### src/rtl/dma_burst_ctrl.sv
// Burst DMA controller: drains the ADC FIFO in fixed-size bursts and issues one
// PCIe memory-write TLP per burst while walking a two-half host ring buffer.
module dma_burst_ctrl #(
  parameter int BURST_WORDS = 32,
  parameter int ADDR_WIDTH  = 32
) (
  input  logic                  trn_clk,
  input  logic                  pio_reset_n,
  input  logic                  dma_enable,
  input  logic [ADDR_WIDTH-1:0] buf_base_addr,
  input  logic [15:0]           buf_half_bursts,
  input  logic                  dma_ready,
  output logic                  PCIe_dma_rd_en,
  input  logic [31:0]           fifo_data,
  output logic                  mwr_req,
  output logic [ADDR_WIDTH-1:0] mwr_addr,
  output logic [9:0]            mwr_len,
  input  logic                  mwr_ack,
  output logic [31:0]           mwr_data,
  output logic                  mwr_data_valid,
  input  logic                  mwr_data_rdy,
  output logic                  half_irq,
  output logic                  half_idx,
  input  logic                  irq_ack,
  output logic                  overrun_err,
  output logic [31:0]           burst_count
);

  localparam int CW = $clog2(BURST_WORDS + 1);

  typedef enum logic [2:0] {S_IDLE, S_WAIT_DATA, S_REQ, S_DATA, S_DONE} state_t;

  state_t                r_state, w_next;
  logic                  r_en_d;
  logic [ADDR_WIDTH-1:0] r_base, r_offset;
  logic [15:0]           r_half;
  logic [16:0]           r_bidx;
  logic [CW-1:0]         r_words_read, r_beats;
  logic                  r_rd_inflight;
  logic [31:0]           r_skid0, r_skid1;
  logic [1:0]            r_occ;
  logic [31:0]           r_burst_count;
  logic                  r_half_idx, r_pending, r_overrun;

  logic        w_start, w_push, w_pop, w_last_beat;
  logic        w_half_hit, w_full_hit, w_irq;
  logic [16:0] w_bidx_next;
  logic [1:0]  w_outstanding;

  assign w_start     = dma_enable & ~r_en_d;
  assign w_push      = r_rd_inflight;
  assign w_pop       = mwr_data_valid & mwr_data_rdy;
  assign w_last_beat = w_pop && (r_beats == CW'(BURST_WORDS - 1));
  assign w_bidx_next = r_bidx + 17'd1;
  assign w_half_hit  = (r_state == S_DONE) && (w_bidx_next == {1'b0, r_half});
  assign w_full_hit  = (r_state == S_DONE) && (w_bidx_next == {r_half, 1'b0});
  assign w_irq       = w_half_hit | w_full_hit;
  assign w_outstanding = r_occ + {1'b0, r_rd_inflight};

  // NOTE: sequential state uses non-blocking (<=) so every register samples
  // pre-edge values; blocking here would create order-dependent simulation.
  always_ff @(posedge trn_clk or negedge pio_reset_n) begin
    if (!pio_reset_n) r_state <= S_IDLE;
    else              r_state <= w_next;
  end

  // NOTE: a default assignment first keeps this block free of inferred latches.
  always_comb begin
    w_next = r_state;
    unique case (r_state)
      S_IDLE:      if (w_start) w_next = S_WAIT_DATA;
      S_WAIT_DATA: if (!dma_enable) w_next = S_IDLE;
                   else if (dma_ready) w_next = S_REQ;
      S_REQ:       if (mwr_ack) w_next = S_DATA;
      S_DATA:      if (w_last_beat) w_next = S_DONE;
      S_DONE:      w_next = S_WAIT_DATA;
      default:     w_next = S_IDLE;
    endcase
  end

  always_comb begin
    mwr_req        = (r_state == S_REQ);
    mwr_addr       = mwr_req ? r_base + r_offset : '0;
    mwr_len        = mwr_req ? 10'(BURST_WORDS) : '0;
    PCIe_dma_rd_en = (r_state == S_DATA) && (r_words_read < CW'(BURST_WORDS)) &&
                     (w_outstanding < 2'd2);
    mwr_data_valid = (r_occ != 2'd0);
    mwr_data       = r_skid0;
    half_irq       = w_irq;
    half_idx       = w_irq ? w_full_hit : r_half_idx;
    overrun_err    = r_overrun;
    burst_count    = r_burst_count;
  end

  always_ff @(posedge trn_clk or negedge pio_reset_n) begin
    if (!pio_reset_n) begin
      // Resets to 1 so an enable already high at reset release is not an edge.
      r_en_d        <= 1'b1;
      r_base        <= '0;
      r_offset      <= '0;
      r_half        <= 16'd1;
      r_bidx        <= '0;
      r_words_read  <= '0;
      r_beats       <= '0;
      r_rd_inflight <= 1'b0;
      r_skid0       <= '0;
      r_skid1       <= '0;
      r_occ         <= '0;
      r_burst_count <= '0;
      r_half_idx    <= 1'b0;
      r_pending     <= 1'b0;
      r_overrun     <= 1'b0;
    end else begin
      r_en_d        <= dma_enable;
      r_rd_inflight <= PCIe_dma_rd_en;

      if (r_state == S_IDLE && w_start) begin
        r_base        <= buf_base_addr & ~ADDR_WIDTH'(3);
        r_half        <= (buf_half_bursts == 16'd0) ? 16'd1 : buf_half_bursts;
        r_offset      <= '0;
        r_bidx        <= '0;
        r_burst_count <= '0;
        r_overrun     <= 1'b0;
        r_pending     <= 1'b0;
        r_half_idx    <= 1'b0;
      end else if (w_irq) begin
        // A same-cycle ack clears the old request before the new one is posted.
        r_pending <= 1'b1;
        if (r_pending && !irq_ack) r_overrun <= 1'b1;
      end else if (irq_ack) begin
        r_pending <= 1'b0;
      end

      if (r_state == S_REQ && mwr_ack) begin
        r_words_read <= '0;
        r_beats      <= '0;
      end
      if (PCIe_dma_rd_en) r_words_read <= r_words_read + CW'(1);
      if (w_pop)          r_beats      <= r_beats + CW'(1);

      unique case ({w_push, w_pop})
        2'b10: begin
          if (r_occ == 2'd0) r_skid0 <= fifo_data;
          else               r_skid1 <= fifo_data;
          r_occ <= r_occ + 2'd1;
        end
        2'b01: begin
          r_skid0 <= r_skid1;
          r_occ   <= r_occ - 2'd1;
        end
        2'b11: begin
          if (r_occ == 2'd1) r_skid0 <= fifo_data;
          else begin
            r_skid0 <= r_skid1;
            r_skid1 <= fifo_data;
          end
        end
        default: ;
      endcase

      if (r_state == S_DONE) begin
        r_burst_count <= r_burst_count + 32'd1;
        if (w_irq) r_half_idx <= w_full_hit;
        if (w_full_hit) begin
          r_offset <= '0;
          r_bidx   <= '0;
        end else begin
          r_offset <= r_offset + ADDR_WIDTH'(BURST_WORDS * 4);
          r_bidx   <= w_bidx_next;
        end
      end
    end
  end

endmodule

### config.mk
export PLATFORM = sky130hd
export DESIGN_NAME = dma_burst_ctrl
export DESIGN_NICKNAME = d
export VERILOG_FILES = /design/src/rtl/dma_burst_ctrl.sv
export SDC_FILE = /design/constraint.sdc
export NUM_CORES = 1
export LEC_CHECK = 0
export BUFFER_PORTS_ARGS = -buffer_cell sky130_fd_sc_hd__buf_2
export CORE_MARGIN = 4
export CORE_UTILIZATION = 50
export CTS_CLUSTER_DIAMETER = 50
export DETAILED_ROUTE_END_ITERATION = 8
export PLACE_DENSITY = 0.73
export RECOVER_POWER = 50
export REMOVE_ABC_BUFFERS = 1
export SLEW_MARGIN = 10
export SYNTH_ARGS = -nofsm -noshare
export SYNTH_HDL_FRONTEND = slang
export SYNTH_SLANG_ARGS = --single-unit
### constraint.sdc
create_clock -name trn_clk -period 2.8 [get_ports trn_clk]
set_input_delay 0.28 -clock trn_clk [delete_from_list [all_inputs] [get_ports trn_clk]]
set_output_delay 0.28 -clock trn_clk [all_outputs]
set_load 0.02 [all_outputs]
==> out/metrics.yaml <==
die:
  fp.coreArea_um2: 22000
  row_count: 54
  die_h_um: 158
  initial_core_util_pct: 51.2
  ios: 199
  dieArea_um2: 25000
  die_w_um: 158
min_path:
  holdCritPathClass: "in -> reg"
  min_to: "r_skid1[23]"
  hold_depth: 2
  hold_start: "fifo_data[23]"
synthesis:
  synth_edf_count: 0
  synth_top_area_cell: "dfrtp_1"
  synth_ff_type: "dfrtp_1"
  ys_seq_area_share_pct: 45.8
  yosys-top-cells-area: "dfrtp_1, nand2_1, ha_1"
  synth_seq_cells: 206
  yosysWarnings: 0
  yosysUniqueCellTypes: 65
  synth_top_area_share_pct: 45.3
  syn_area_um2: 11300
  netlist_instances: 1226
  async_flop_share_pct: 100
  synth.avg_cell_area_um2: 9.19
placement:
  portBuffers: 185
  dp_hpwl_mm: 19.6
  place_area_um2: 12800
  routabilityCongestion: 0.912
clock_network:
  clk_pin_slew_worst_paths_ns: 0.06
  cts_root_buf: "clkbuf_16"
  cts.path.max_buffers: 3
  cts_tree: "done"
  clk_latency_ns: 0.53
  numCtsBuffers: 26
  htreeDepth: 1
  cts_num_sinks: 206
grt:
  grt_pass1_wl_mm: 49.9
  grt.total_usage_pct: 23.9
  first_global_vias: 10300
  grt_max_degree: 77
  grt-ovfl-total: 0
  antenna_found_initial: 0
detailed_routing:
  drc: 0
  routed_wl_mm: 31.6
  via_per_inst: 5.53
  drtIter0Drc: 680
  drtAntennaViolNets: 0
  wl_per_cell_um: 16.8
  dr.pass1.iters: 7
  vias: 10400
setup_path:
  r2r_slack_ns: 0.10
  r2r_start: "r_bidx[2]"
  critPathRequiredTime_ns: 2.52
  r2r_end: "r_offset[20]"
  reg2reg_depth: 12
  critPathCaptureType: "output pin"
  critPathLaunchType: "flop"
  cp_data_arrival_time_ns: 2.95
  critPathMaxFanout: 3
  critical_path_class: "reg -> out"
sta:
  setup_viol: 21
  grt_setup_unrepaired: "true"
  holdWs_ns: 0.0263
  slew_viol_final: 0
  period_minus_slack_ns: 3.23
  setup_slack_ns: -0.430
  worst_pin_slew_ns: 1.43
  fin_skew_ns: 0.0152
  hold_viol: 0
  slew_headroom_pct: 4.93
  timing.setup.tns_ns: -5.76
  fmax_ghz: 0.310
  finalCritPeriodShare_pct: 115
cells_and_area:
  area_growth_pct: 38.7
  final_core_util_pct: 71.0
  fin_nets: 1697
  design_area_um2: 15600
  diodes: 0
  final_common_cell: "nand2_1"
  final_cell_mix: "nand2_1, dfrtp_1, buf_2"
  drive_above_1_share_pct: 28.2
power_and_ir_drop:
  p_leak_nw: 7.43
  irDropWorstVdd_mv: 0.719
  powerDensity_nw_per_um2: 875
outcome:
  status: "complete, but fails checks"
  violations: "setup timing"
job:
  drv_cap: 0
[final cells by class]
type / count / area [µm²]
sequential: 206 / 5160
timing repair buffer: 383 / 2760
tap: 280 / 350
clock inverter: 11 / 168
clock buffer: 36 / 748
multi-input combinational: 936 / 6360
inverter: 22 / 82.6
fill: 1547 / 6390
[flip-flops by register name, summed over array words and instances (netlist names)]
register       count
r_occ              2
r_words_read       6
r_half_idx         1
mwr_data          32
r_skid1           32
r_bidx            17
r_en_d             1
r_state            3
r_rd_inflight      1
burst_count       32
r_offset          25
r_beats            6
overrun_err        1
r_half            16
r_base            30
r_pending          1
[power breakdown]
part / internal (W) / total (W) / leakage (nW) / switching (W)
logic: 0.00225 / 0.00537 / 4.34 / 0.00312
registers: 0.00399 / 0.00484 / 2.65 / 0.000849
clock network: 0.00215 / 0.00346 / 0.443 / 0.00131
[metrics by stage]
| step | cells | power, W | setup WS, ns |
|---|---|---|---|
| floorplan | 1164 | 0.00800 | -3.00 |
| detailed placement | 1699 | 0.00972 | -0.0427 |
| global route | 1874 | 0.0145 | -0.551 |
| global placement | 1699 | 0.00954 | -0.0573 |
| finish | 1874 | 0.0137 | -0.430 |
| CTS | 1850 | 0.0136 | -0.380 |
[worst max-delay path by stage]
stage	cells past startpoint	slack, ns	start	to
floorplan	4	-3.00	r_state[1]	r_bidx[0]
global route	11	-0.55	r_base[12]	mwr_addr[29]
CTS	12	-0.38	r_offset[12]	mwr_addr[29]
global placement	10	-0.06	r_base[12]	mwr_addr[28]
detailed placement	10	-0.04	r_base[12]	mwr_addr[28]
finish	11	-0.43	r_base[8]	mwr_addr[28]
[kinds of logic after synthesis]
family	share of synthesized area (%)
AOI/OAI and AO/OA	12.9
xor gates and xnor gates	8.70
adders and majority gates	3.89
buffers and inverters	3.91
DFF	45.8
muxes	4.29
other	0.0333
and+or+nand+nor	20.5
[layer usage]
| metal | wire length [µm] | track usage [%] |
|---|---|---|
| met1 | 13100 | 31.1 |
| met2 | 15800 | 40.9 |
| met3 | 1750 | 4.92 |
| met4 | 885 | 6.30 |
| met5 | 0 | 0 |
[cells in the mapped netlist (21+ instances only)]
cell type,count
dfrtp_1,204
clkbuf_1,45
ha_1,35
xor2_1,50
nor2_1,92
o21ai_0,82
nand3_1,56
a21oi_1,36
and3_1,21
a22oi_1,32
xnor2_1,49
nand4_1,27
mux2_2,34
nand2_1,254
inv_1,22
[critical path, stage by stage, from the launching register on]
cell and delay, ns:
dfrtp_1 0.41, ha_4 0.25, a21o_1 0.22, buf_6 0.13, a21oi_4 0.20, a21oi_4 0.10
o21ai_4 0.21, a21oi_4 0.10, a2111oi_2 0.32, o21bai_1 0.15, mux2i_1 0.16, buf_4 0.16
[timing repair]
item,4_1_cts,5_1_grt
setup endpoints to repair,20,65
pin swaps,56,61
hold buffers,77,0
endpoints found under the hold margin,129,0
gates cloned,0,2
gates resized for setup,85,75
setup buffers,27,27
No activity file was read; power rests on OpenSTA's default activity.
